### config.mk
export PLATFORM = sky130hd
export DESIGN_NAME = telemetry_rx
export DESIGN_NICKNAME = d
export VERILOG_FILES = /design/src/rtl/telemetry_rx.sv
export SDC_FILE = /design/constraint.sdc
export NUM_CORES = 1
export LEC_CHECK = 0
export CORE_UTILIZATION = 60
export CTS_CLUSTER_SIZE = 24
export DETAILED_ROUTE_END_ITERATION = 10
export PLACE_DENSITY = 0.88
export RECOVER_POWER = 50
export SKIP_LAST_GASP = 1
export SYNTH_ARGS = -nofsm -noshare
export SYNTH_HDL_FRONTEND = slang
export SYNTH_SLANG_ARGS = --single-unit
### constraint.sdc
create_clock -name clk -period 4.1 [get_ports clk]
set_input_delay 0.615 -clock clk [delete_from_list [all_inputs] [get_ports clk]]
set_output_delay 0.615 -clock clk [all_outputs]
set_load 0.005 [all_outputs]
### src/rtl/telemetry_rx.sv
// UART 8N1 receiver feeding an eBike telemetry packet parser (AA 55 + three 12-bit readings).
// Outputs update atomically once a complete, well-formed packet has been received.
module telemetry_rx #(
  parameter int BAUD_DIV = 2604
) (
  input  logic        clk,
  input  logic        rst_n,
  input  logic        RX,
  output logic [11:0] batt,
  output logic [11:0] curr,
  output logic [11:0] torque,
  output logic        vld,
  output logic        frm_err,
  output logic        pkt_err
);

  localparam int CW = $clog2(BAUD_DIV + 1);
  localparam logic [CW-1:0] HALF_BIT = CW'(BAUD_DIV / 2);
  localparam logic [CW-1:0] FULL_BIT = CW'(BAUD_DIV - 1);

  localparam logic [1:0] RX_IDLE  = 2'd0;
  localparam logic [1:0] RX_START = 2'd1;
  localparam logic [1:0] RX_DATA  = 2'd2;
  localparam logic [1:0] RX_STOP  = 2'd3;

  localparam logic [1:0] P_HUNT_AA = 2'd0;
  localparam logic [1:0] P_HUNT_55 = 2'd1;
  localparam logic [1:0] P_PAYLOAD = 2'd2;

  logic          rx_meta, rx_sync, rx_prev;
  logic [1:0]    rx_state;
  logic [CW-1:0] baud_cnt;
  logic [2:0]    bit_cnt;
  logic [7:0]    rx_byte;
  logic          byte_rdy;

  logic [1:0]    p_state;
  logic [2:0]    idx;
  logic [11:0]   sh_batt;
  logic [11:0]   sh_curr;
  logic [3:0]    sh_torque_hi;

  // NOTE: the synchronizer resets to 1 (idle line) so reset release never looks like a start edge.
  always_ff @(posedge clk or negedge rst_n) begin
    if (!rst_n) begin
      rx_meta <= 1'b1;
      rx_sync <= 1'b1;
      rx_prev <= 1'b1;
    end else begin
      // NOTE: sequential state uses non-blocking assignments so every flop sees pre-edge values.
      rx_meta <= RX;
      rx_sync <= rx_meta;
      rx_prev <= rx_sync;
    end
  end

  always_ff @(posedge clk or negedge rst_n) begin
    if (!rst_n) begin
      rx_state <= RX_IDLE;
      baud_cnt <= '0;
      bit_cnt  <= '0;
      rx_byte  <= '0;
      byte_rdy <= 1'b0;
      frm_err  <= 1'b0;
    end else begin
      byte_rdy <= 1'b0;
      frm_err  <= 1'b0;
      case (rx_state)
        RX_IDLE: begin
          if (rx_prev && !rx_sync) begin
            rx_state <= RX_START;
            baud_cnt <= HALF_BIT;
          end
        end
        RX_START: begin
          if (baud_cnt != '0) begin
            baud_cnt <= baud_cnt - CW'(1);
          end else if (rx_sync) begin
            rx_state <= RX_IDLE;  // glitch: line back high at mid start bit
          end else begin
            rx_state <= RX_DATA;
            baud_cnt <= FULL_BIT;
            bit_cnt  <= '0;
          end
        end
        RX_DATA: begin
          if (baud_cnt != '0) begin
            baud_cnt <= baud_cnt - CW'(1);
          end else begin
            rx_byte  <= {rx_sync, rx_byte[7:1]};
            baud_cnt <= FULL_BIT;
            bit_cnt  <= bit_cnt + 3'd1;
            if (bit_cnt == 3'd7) rx_state <= RX_STOP;
          end
        end
        RX_STOP: begin
          if (baud_cnt != '0) begin
            baud_cnt <= baud_cnt - CW'(1);
          end else begin
            byte_rdy <= rx_sync;
            frm_err  <= !rx_sync;
            rx_state <= RX_IDLE;
          end
        end
        default: rx_state <= RX_IDLE;
      endcase
    end
  end

  // Payload lands in shadow registers; outputs change only on the final byte.
  always_ff @(posedge clk or negedge rst_n) begin
    if (!rst_n) begin
      p_state      <= P_HUNT_AA;
      idx          <= '0;
      sh_batt      <= '0;
      sh_curr      <= '0;
      sh_torque_hi <= '0;
      batt         <= '0;
      curr         <= '0;
      torque       <= '0;
      vld          <= 1'b0;
      pkt_err      <= 1'b0;
    end else begin
      vld     <= 1'b0;
      pkt_err <= 1'b0;
      if (frm_err) begin
        p_state <= P_HUNT_AA;
      end else if (byte_rdy) begin
        case (p_state)
          P_HUNT_AA: begin
            if (rx_byte == 8'hAA) p_state <= P_HUNT_55;
          end
          P_HUNT_55: begin
            if (rx_byte == 8'h55) begin
              p_state <= P_PAYLOAD;
              idx     <= '0;
            end else if (rx_byte != 8'hAA) begin
              p_state <= P_HUNT_AA;
            end
          end
          P_PAYLOAD: begin
            if (!idx[0] && rx_byte[7:4] != 4'h0) begin
              pkt_err <= 1'b1;
              p_state <= P_HUNT_AA;
            end else begin
              idx <= idx + 3'd1;
              case (idx)
                3'd0: sh_batt[11:8]  <= rx_byte[3:0];
                3'd1: sh_batt[7:0]   <= rx_byte;
                3'd2: sh_curr[11:8]  <= rx_byte[3:0];
                3'd3: sh_curr[7:0]   <= rx_byte;
                3'd4: sh_torque_hi   <= rx_byte[3:0];
                3'd5: begin
                  batt    <= sh_batt;
                  curr    <= sh_curr;
                  torque  <= {sh_torque_hi, rx_byte};
                  vld     <= 1'b1;
                  p_state <= P_HUNT_AA;
                end
                default: p_state <= P_HUNT_AA;
              endcase
            end
          end
          default: p_state <= P_HUNT_AA;
        endcase
      end
    end
  end

endmodule
# Yosys cells after proc, flatten, opt, wreduce, memory -nomap -nowiden
# Cells that the tools add are included.
[word_totals]
ff_bits = 101
inputBits = 3
[classes]
n_addsub = 3
n_eq_ne = 27
n_reduce_logical = 25
bitwise = 3
muxes = 41
[op_table]
columns = ["cell", "count"]
rows = [
  ["12-bit 2-to-1 mux", 5],
  ["12-bit one-hot mux with 4 select lines", 1],
  ["5-bit AND reduction", 8],
  ["2-bit 2-to-1 mux", 13],
  ["2-bit inequality test (second input constant)", 9],
  ["3-bit 2-to-1 mux", 5],
  ["1-bit 2-to-1 mux", 13],
  ["3-bit one-hot mux with 2 select lines", 2],
  ["12-bit nonzero test", 1],
  ["12-bit by 1-bit subtractor with 12-bit output (second input constant)", 1],
  ["3-bit equality test (second input constant)", 3],
  ["8-bit by 7-bit equality test with 1-bit output (second input constant)", 1],
  ["8-bit equality test (second input constant)", 1],
  ["4-bit inequality test (second input constant)", 2],
  ["8-bit inequality test (second input constant)", 1],
  ["2-bit one-hot mux with 4 select lines", 1],
  ["4-bit AND reduction", 2],
  ["3-bit by 1-bit adder with 3-bit output (second input constant)", 2],
  ["2-bit equality test (second input constant)", 3],
  ["3-bit by 2-bit equality test with 1-bit output (second input constant)", 2],
  ["3-bit inequality test (second input constant)", 2],
  ["2-bit one-hot mux with 3 select lines", 1],
  ["2-bit nonzero test", 3],
  ["5-bit OR reduction", 1],
  ["other kinds (10)", 16],
]

# Longest topological paths before layout
# Gate-level depths: netlist (run 1).
[logic_depth]
ltp_word = 7
mapped_depth = 7
mapped_depth_nobuf = 7

# Worst setup path after synthesis (run 1)
# No wires, ideal clock.
[synth_timing]
path_type = "reg2reg"
startpoint = "register baud_cnt[0]"
endpoint = "register baud_cnt[10]"
path_slack_ns = 2.077
t_arrival_ns = 1.955
t_required_ns = 4.032
setup_ns = 0.068
period_less_slack_ns = 2.023
stages_incl_launch_ff = 8
path_cell_list = "dfrtp_1 > inv_1 > ha_1 > or4b_1 > nor3_1 > a21oi_1 > or3_1 > nand3_1"
[synth_via]
elab_chain_cells = 3
word_cells_on_any_way = 9
cone_classes = "add/sub: 1; eq/ne: 2; mux: 4; reduce/logical: 2"
[synth_rtl]
columns = ["element", "line_no", "rtl"]
rows = [
  ["start, declared", "32", "logic [CW-1:0] baud_cnt;"],
  ["start signal, assigned", "77", "baud_cnt <= baud_cnt - CW'(1);"],
  ["start signal, assigned", "88", "baud_cnt <= baud_cnt - CW'(1);"],
  ["start signal, assigned", "98", "baud_cnt <= baud_cnt - CW'(1);"],
  ["12-bit by 1-bit subtractor with 12-bit output or 12-bit nonzero test (tied branches)", "--", ""],
  ["12-bit 2-to-1 mux, or another cell as far along", "97", "if (baud_cnt != '0) begin"],
  ["12-bit one-hot mux with 4 select lines or 3-bit AND reduction (tied branches)", "--", ""],
]
# Several ways; a longest one is shown, not always the timed one. The select of a mux whose other input is x is not followed.
# A chain may end at the register's enable or synchronous reset.

==> results of run 1 <==
-- routing by layer --
| layer | part of all wire [%] | global-route usage [%] | up-vias | routed length (um) |
|---|---|---|---|---|
| met5 | 0 | 0 | - | 0 |
| met4 | 1.8 | 8.80 | 0 | 148 |
| met3 | 3.2 | 4.99 | 15 | 265 |
| met2 | 53 | 41.1 | 55 | 4340 |
| met1 | 42 | 28.8 | 1416 | 3440 |
| li1 | - | - | 1313 | - |
-- power breakdown --
part,internal [mW],switching [mW]
Sequential,1.06,0.0813
Clock,0.225,0.337
Combinational,0.219,0.348
Total,1.51,0.766
-- placed cells by master, fill, tap and decap left out, drive strengths merged, types with 8 or more instances in the layout --
| cell | n |
|---|---|
| nor2 | 17 |
| mux2 | 74 |
| nand3 | 8 |
| dlygate4sd3 | 14 |
| clkbuf | 12 |
| clkdlybuf4s50 | 26 |
| inv | 13 |
| dfrtp | 98 |
| ha | 14 |
| nand2 | 15 |
| a21oi | 9 |
| o21ai | 16 |
-- path summary, 6_finish.rpt --
| kind | cells after the start | slack (ps) | startpoint | endpoint |
|---|---|---|---|---|
| worst max-delay path | 2 | 1330 | rst_n | rx_byte[7] |
| worst min-delay path | 0 | 370 | rx_meta | rx_sync |
| worst max register to register | 5 | 1480 | rx_byte[5] | batt[9] |
| worst min register to register | 0 | 370 | rx_meta | rx_sync |
| max in group clk | 5 | 1480 | rx_byte[5] | batt[9] |
| min in group asynchronous | 1 | 740 | rst_n | batt[10] |
-- logic make-up after synthesis --
family	share of synthesized area (%)
compound gates	7.11
fa+ha+maj	3.86
mux	21.4
simple gates	9.26
flops	55.8
buf+inv	2.56
-- Yosys cell counts, types with 4 or more instances --
master and n:
nand4_1 6, inv_1 11, nand3_1 6, nor3_1 7, a21oi_1 9, a31oi_1 4, ha_1 14, clkbuf_1 4
mux2_2 45, nor2_1 17, dfrtp_1 98, mux2_4 29, nand2_1 15, o21ai_0 14
-- cell type report --
cell class / instances / area, um^2 / share of cell area [%]
Multi-Input combinational cell: 214 / 1880 / 36.4
Tap cell: 99 / 124 / 2.40
Clock buffer: 10 / 128 / 2.47
Inverter: 11 / 41.3 / 0.798
Timing Repair Buffer: 43 / 417 / 8.06
Sequential cell: 101 / 2530 / 48.9
Clock inverter: 6 / 46.3 / 0.895
-- sequential cells by signal, summed over array words and instances (netlist names), 3 cells and up, named ones only --
name / cells
batt: 12
baud_cnt: 12
bit_cnt: 3
curr: 12
idx: 3
rx_byte: 8
sh_batt: 12
sh_curr: 12
sh_torque_hi: 4
torque: 12
==> summary.txt, run 1 <==
Routing
  • Vias: about 2,800
  • Routed wire per std cell: 16.9 um
  • Initial DRC Count: roughly 130
  • # DRC: 0
  • DR pass1 iterations: 4
  • Detail Route Antenna Nets: 0
  • Vias/cell: 5.78
  • Post-Route WL: ~8200 um

Global route
  • Vias in the first global route: 2,759
  • Initial antenna violation count: 0
  • Total GRT Usage: 23.5%
  • Grt ovf: 0
  • First-pass GRT wire length: 13,900 um
  • Largest net degree at the start of global routing: 77

Status
  • Outcome: finished, violations left
  • Failing checks: max-capacitance violations, max-slew violations

Layout
  • Area grow syn2layout: 14.0%
  • Fill cells: 515
  • Fin nets: around 400
  • Post-route insts no fill: 484
  • Design Area, Final: between 5000 and 6000 um^2
  • ANT cells: 0
  • Utilization after layout: 70.9%
  • Share of layout cells above drive strength 1: between 20% and 30%

Synth
  • Mean post-synth cell area: around 13 um^2
  • Seq cells post-synth: approximately 100
  • Distinct cell type count after synthesis: 48
  • Yosys top cell by area: dfrtp_1
  • Synth area leaders: dfrtp_1 (54%), mux2_2 (11%), mux2_4 (9.6%), ha_1 (3.9%), dfstp_2 (1.7%)
  • EDFF count, synth: 0
  • Syn Inst Count: 338
  • Yosys top cell area share: between 50% and 60%
  • Post-synthesis sequential area ratio: 55.8%
  • Synthesized area: 4540 um^2
  • Post-synth ARST share: 100%
  • Synth warn: 0
  • Top_reg_cell synth: dfrtp_1
  • Syn nets: 355

Worst setup path
  • CP bufs+invs: 2
  • Slowest CP cell: clkbuf_2
  • Worst EP arrival: 3010 ps
  • Slowest stage delay, CP: ~1300 ps
  • Critical path type: input pin to async pin
  • Critical path fanouts, max: 76
  • Top delay family on crit path: buffers and inverters
  • Crit start category: input pin
  • Worst setup EP type: async pin
  • CP required: 4340 ps
  • CP Cell Sequence: clkbuf_2 -> clkbuf_1

STA
  • Final setup viols: 0
  • Final Max Slew Viols: 77
  • Final setup margin: roughly 1300 ps
  • Fmax: around 360 MHz
  • Tmin final: 2770 ps
  • Final Hold Fails: 0
  • Final cycle utilization of the critical path: slightly below 70%
  • Unrepaired setup endpoints after global routing: no
  • Final Skew: 10.3 ps
  • Slew margin rel.: -20.2%
  • Hold_ws: 367 ps
  • Final setup TNS: 0 ps
  • Worst-Margin Slew: 1800 ps

Power
  • Power Total: 2.27 mW
  • Leakage: 2.61 nW
  • PwrDens: 439 nW/um^2
  • Worst vdd ir: 378 uV

Floorplan
  • Initial Utilization: just over 60%
  • Die span in y: approximately 90 um
  • Chip width: slightly below 90 um
  • Die area: 7920 um^2
  • Num rows: 31
  • Core area: 7290 um^2
  • Ports: 42

CTS
  • Resize count post-CTS: 0
  • Root buf cell: clkbuf_8
  • CTS max path bufs: 2
  • CTS tree: done
  • Clock slew at reported path FFs: 100 ps
  • Hold_buf cts: 0
  • Post-CTS setup buffer count: 0
  • CTS buffer count: 9
  • CTS Sinks: about 100
  • Htree depth: 3
  • Clock latency on the worst-skew pair: between 300 and 400 ps

Placed design
  • PortBufs: between 40 and 50
  • Placed cells: roughly 470
  • Placed cell areas: 5010 um^2
  • Final GP Congestion: 0.849
  • Hpwl dp: 5750 um
  • Pre-CTS setup slack: 1460 ps

Hold path
  • HP Class: flip-flop to flip-flop

Flow run
  • Max-Cap Viols: 1
Note: power is estimated with default switching activity, not from simulation.
==> inputs of run 2 (changes only) <==
--- a/config.mk
+++ b/config.mk
@@ -5,10 +5,10 @@
 export SDC_FILE = /design/constraint.sdc
 export NUM_CORES = 1
 export LEC_CHECK = 0
-export CORE_UTILIZATION = 60
+export CORE_UTILIZATION = 57
 export CTS_CLUSTER_SIZE = 24
 export DETAILED_ROUTE_END_ITERATION = 10
-export PLACE_DENSITY = 0.88
+export PLACE_DENSITY = 0.84
 export RECOVER_POWER = 50
 export SKIP_LAST_GASP = 1
 export SYNTH_ARGS = -nofsm -noshare
==> constraint.sdc (replaced) <==
create_clock -name clk -period 2.65 [get_ports clk]
set_input_delay 0.3975 -clock clk [delete_from_list [all_inputs] [get_ports clk]]
set_output_delay 0.3975 -clock clk [all_outputs]
set_load 0.005 [all_outputs]
==> summary.txt, run 2 (synthesis results as in run 1) <==
Routing
  • Vias/cell: 5.71 (-1.3%)
  • Vias: 2,824 (+0.89%)
  • Detail Route Antenna Nets: 0 (unchanged)
  • # DRC: 0 (unchanged)
  • Initial DRC Count: 123 (-4.7%)
  • DR pass1 iterations: 4 (unchanged)
  • Routed wire per std cell: 16.6 um (-2.2%)
  • Post-Route WL: 8190 um (about the same)

Layout
  • ANT cells: 0 (unchanged)
  • Fill cells: 529 (+2.7%)
  • Most frequent cells in the layout: dfrtp_1 (98), mux2_2 (45), mux2_4 (29), clkdlybuf4s50_1 (26), nor2_1 (17)
  • Share of layout cells above drive strength 1: 26.7% (+1.3 points)
  • Area grow syn2layout: 15.8%
  • Fin nets: 405 (+2.0%)
  • Leading cell type in the layout, fill and taps excluded: dfrtp_1

STA
  • Final setup viols: 0 (unchanged)
  • Final setup margin: 347 ps (-979 ps)
  • Tmin final: 2300 ps
  • Slew margin rel.: 37.5% (+58 points)
  • Worst-Margin Slew: 938 ps (-864 ps)
  • Final setup TNS: 0 ps (unchanged)
  • Final cycle utilization of the critical path: 86.9%
  • Final Max Slew Viols: 0 (-100%)
  • Final Skew: 12.9 ps (+2.65 ps)
  • Fmax: around 430 MHz
  • Final Hold Fails: 0 (unchanged)
  • Unrepaired setup endpoints after global routing: no

Worst setup path
  • Slowest stage delay, CP: 530 ps (-750 ps)
  • Crit start category: flip-flop
  • Slowest CP cell: or4b_1
  • Worst EP arrival: 2590 ps (-420 ps)
  • Reg2reg path depth: 7 (+2)
  • CP bufs+invs: 1 (-1)
  • Critical path type: flip-flop to flip-flop
  • Worst setup EP type: flip-flop
  • Critical path fanouts, max: 5 (-93%)
  • CP Cell Sequence: inv_1 -> ha_1 -> or4b_1 -> nor3_1 -> a21oi_1 -> or3_1 -> nand3_1
  • Top delay family on crit path: simple AND/OR/NAND/NOR gates
  • CP required: 2940 ps (-1400 ps)
  • Number of stages on the worst setup path: 7 (+5)

Placed design
  • PortBufs: 41 (unchanged)
  • Pre-CTS setup slack: 368 ps (-1100 ps)
  • Hpwl dp: 5820 um (+1.2%)
  • Final GP Congestion: 0.891 (+4.9%)

Global route
  • Vias in the first global route: 2,811 (+1.9%)
  • Largest net degree at the start of global routing: 51 (-34%)
  • Initial antenna violation count: 0 (unchanged)
  • Grt ovf: 0 (unchanged)
  • First-pass GRT wire length: 14,000 um (+0.89%)
  • Total GRT Usage: 21.8% (-1.7 points)

Floorplan
  • Initial Utilization: 58.7% (-3.5 points)
  • Num rows: 32 (+3.2%)
  • Die area: 8320 um^2 (+5.1%)
  • Chip width: 91.2 um (+2.5%)
  • Ports: 42 (unchanged)
  • Core area: 7730 um^2 (+6.0%)
  • Die span in y: 91.2 um (+2.5%)

CTS
  • Root buf cell: clkbuf_8
  • CTS Sinks: 101 (unchanged)
  • Hold_buf cts: 1 (+1)
  • Clock slew at reported path FFs: 90 ps (about the same)
  • Post-CTS setup buffer count: 0 (unchanged)
  • Htree depth: 3 (unchanged)
  • Resize count post-CTS: 0 (unchanged)
  • Clock latency on the worst-skew pair: 360 ps (about the same)
  • CTS tree: done
  • CTS max path bufs: 2 (unchanged)
  • CTS buffer count: 9 (unchanged)

Status
  • Outcome: completed

Hold path
  • Min-Delay Path Depth: 0 (unchanged)
  • HP Class: flip-flop to flip-flop

Power
  • Leakage: 2.66 nW (+1.8%)
  • PwrDens: 686 nW/um^2 (+56%)
  • Power Total: 3.60 mW (+59%)
  • Worst vdd ir: 751 uV (+99%)

Flow run
  • Max-Cap Viols: 0 (-1)
-- run 2: final cells by class --
type                    instances  area [um^2]  share of cell area [%]
clock inverters                 7         57.6                    1.10
multi-input cells             214         1880                    35.9
inverters                      11         41.3                   0.786
well taps                     102          128                    2.43
flip-flops and latches        101         2530                    48.2
repair buffers                 51          488                    9.29
clock buffers                   9          124                    2.36
-- run 2: where the power goes --
group          leakage (nW)  switching [mW]  internal (mW)
sequential             1.38           0.118           1.64
combinational          1.19           0.576          0.378
clock                0.0877           0.537          0.353
-- run 2: worst paths after layout --
| check | slack (ps) | to | start |
|---|---|---|---|
| min in group asynchronous | 690 | curr[8] | rst_n |
| max reg2reg | 350 | baud_cnt[10] | baud_cnt[0] |
| max | 350 | baud_cnt[10] | baud_cnt[0] |
| min | 370 | rx_sync | rx_meta |
| max in group asynchronous | 630 | sh_torque_hi[2] | rst_n |
| min reg2reg | 370 | rx_sync | rx_meta |
-- run 2: layer usage --
metal  GRT usage (%)  up-vias  part of all wire, %
met1            28.2     1428                   44
met4            8.47        0                  1.3
met3            3.27       12                  3.1
met2            37.1       60                   52
met5               0        -                    0
li1                -     1324                    -
-- run 2: through the flow --
| stage | std cells | hold WS (ps) | area [um^2] | util, % |
|---|---|---|---|---|
| 4_1_cts | 495 | 366 | 5280 | 68.4 |
| 3_3_place_gp | 478 | 279 | 5090 | 65.9 |
| 3_5_place_dp | 478 | 284 | 5090 | 65.9 |
| 6_report | 495 | 368 | 5250 | 68.0 |
| 2_1_floorplan | 338 | 102 | 4540 | - |
| 5_1_grt | 495 | 378 | 5250 | 68.0 |
-- run 2: worst register-to-register path, cell delays in order (launching register included) --
cell and delay (ps):
dfrtp_1 420, inv_1 110, ha_1 220, or4b_1 530, nor3_1 460, a21oi_1 130
or3_1 310, nand3_1 80
==> inputs of run 3 (changes only) <==
--- a/config.mk
+++ b/config.mk
@@ -5,10 +5,10 @@
 export SDC_FILE = /design/constraint.sdc
 export NUM_CORES = 1
 export LEC_CHECK = 0
-export CORE_UTILIZATION = 57
+export CORE_UTILIZATION = 60
 export CTS_CLUSTER_SIZE = 24
 export DETAILED_ROUTE_END_ITERATION = 10
-export PLACE_DENSITY = 0.84
+export PLACE_DENSITY = 0.88
 export RECOVER_POWER = 50
 export SKIP_LAST_GASP = 1
 export SYNTH_ARGS = -nofsm -noshare
==> constraint.sdc (replaced) <==
create_clock -name clk -period 2.8 [get_ports clk]
set_input_delay 0.42 -clock clk [delete_from_list [all_inputs] [get_ports clk]]
set_output_delay 0.42 -clock clk [all_outputs]
set_load 0.005 [all_outputs]
==> summary.txt, run 3 (synthesis results as in run 1) <==
CTS
  • Clock latency on the worst-skew pair: 370 ps (about the same)
  • Resize count post-CTS: 0 (unchanged)
  • CTS tree: done
  • CTS buffer count: 9 (unchanged)
  • Htree depth: 3 (unchanged)
  • Clock slew at reported path FFs: 100 ps (about the same)
  • CTS Sinks: 101 (unchanged)
  • Hold_buf cts: 0 (-1)
  • Root buf cell: clkbuf_8
  • Post-CTS setup buffer count: 0 (unchanged)
  • CTS max path bufs: 2 (unchanged)

Worst setup path
  • CP Cell Sequence: nor4_1 -> o21a_1 -> and2_1 -> nand3_4 -> buf_4 -> mux2_4
  • Number of stages on the worst setup path: 6 (-1)
  • CP bufs+invs: 1 (unchanged)
  • Critical path type: flip-flop to flip-flop
  • Crit start category: flip-flop
  • Worst EP arrival: 2830 ps (+240 ps)
  • Critical path fanouts, max: 25 (+20)
  • Top delay family on crit path: simple AND/OR/NAND/NOR gates
  • Reg2reg path depth: 6 (-1)
  • Worst setup EP type: flip-flop
  • Slowest CP cell: dfrtp_1
  • Slowest stage delay, CP: 480 ps (-50 ps)
  • CP required: 3060 ps (+120 ps)

Layout
  • Fin nets: 401 (-0.99%)
  • Utilization after layout: 71.6% (+3.6 points)
  • Area grow syn2layout: 15.1%
  • Fill cells: 486 (-8.1%)
  • Share of layout cells above drive strength 1: 26.7% (about the same)
  • Leading cell type in the layout, fill and taps excluded: dfrtp_1
  • Design Area, Final: 5220 um^2 (-0.57%)
  • Register area: 2530 um^2 (unchanged)
  • ANT cells: 0 (unchanged)
  • Most frequent cells in the layout: dfrtp_1 (98), mux2_2 (45), mux2_4 (29), clkdlybuf4s50_1 (26), nor2_1 (17)
  • Multi-input gate area: 1890 um^2 (+0.33%)

Global route
  • Vias in the first global route: 2,886 (+2.7%)
  • Largest net degree at the start of global routing: 53 (+3.9%)
  • Grt ovf: 0 (unchanged)
  • Total GRT Usage: 24.5% (+2.7 points)
  • Initial antenna violation count: 0 (unchanged)
  • First-pass GRT wire length: 14,200 um (+1.7%)

STA
  • Unrepaired setup endpoints after global routing: no
  • Hold_ws: 287 ps (-81.2 ps)
  • Fmax: 390 MHz (-10%)
  • Final Hold Fails: 0 (unchanged)
  • Slew margin rel.: 18.5% (-19 points)
  • Worst-Margin Slew: 1220 ps (+284 ps)
  • Tmin final: 2560 ps (+261 ps)
  • Final Skew: 8.51 ps (-4.43 ps)
  • Final setup viols: 0 (unchanged)
  • Final Max Slew Viols: 0 (unchanged)
  • Final setup TNS: 0 ps (unchanged)
  • Final cycle utilization of the critical path: 91.5% (+4.7 points)

Floorplan
  • Initial Utilization: 62.2% (+3.5 points)
  • Chip width: 89.0 um (-2.5%)
  • Ports: 42 (unchanged)
  • Die area: 7920 um^2 (-4.9%)
  • Die span in y: 89.0 um (-2.5%)
  • Num rows: 31 (-3.1%)
  • Core area: 7290 um^2 (-5.6%)

Power
  • Leakage: 2.65 nW (-0.53%)
  • Worst vdd ir: 786 uV (+4.6%)
  • Power Total: 3.43 mW (-4.9%)
  • PwrDens: 656 nW/um^2 (-4.4%)

Routing
  • Post-Route WL: 8850 um (+7.9%)
  • Initial DRC Count: 108 (-12%)
  • Detail Route Antenna Nets: 0 (unchanged)
  • Routed wire per std cell: 18.1 um (+9.5%)
  • Vias/cell: 5.85 (+2.6%)
  • Vias: 2,856 (+1.1%)
  • DR pass1 iterations: 4 (unchanged)
  • # DRC: 0 (unchanged)

Placed design
  • PortBufs: 41 (unchanged)
  • Hpwl dp: 6080 um (+4.5%)
  • Placed cell areas: 5050 um^2 (-0.76%)
  • Final GP Congestion: 0.884 (-0.82%)

Status
  • Outcome: completed

Hold path
  • HP Class: input pin to async pin

Flow run
  • Max-Cap Viols: 0 (unchanged)
[run 3: path summary, 6_finish.rpt]
kind                                    to  slack (ps)        from
max in group asynchronous       bit_cnt[1]         720       rst_n
worst min-delay path              batt[10]         290       rst_n
worst max register to register     curr[7]         240  rx_byte[4]
worst min register to register     rx_sync         370     rx_meta
min in group clk                   rx_sync         370     rx_meta
worst max-delay path               curr[7]         240  rx_byte[4]
[run 3: cell type report]
cell class	count	area share, %
tap	99	2.37
sequential	101	48.5
clock inverter	7	1.32
inverter	11	0.790
multi-input combinational	214	36.2
clock buffer	9	2.37
timing repair buffer	47	8.50
[run 3: per-stage QoR]
stage | std cells | worst slack, ps
finish | 488 | 237
global route | 488 | 58.7
CTS | 488 | 237
detailed placement | 472 | 266
global placement | 472 | 372
floorplan | 338 | 777
[run 3: report_power, final]
| group | switching [mW] | internal, mW |
|---|---|---|
| Combinational | 0.521 | 0.345 |
| Clock | 0.538 | 0.346 |
| Sequential | 0.122 | 1.55 |
[run 3: metal layers]
| metal | wire length (um) | track usage [%] | up-vias |
|---|---|---|---|
| met5 | 0 | 0 | - |
| met4 | 141 | 9.38 | 0 |
| met3 | 352 | 5.54 | 14 |
| met2 | 4630 | 42.9 | 76 |
| met1 | 3720 | 29.8 | 1443 |
| li1 | - | - | 1323 |
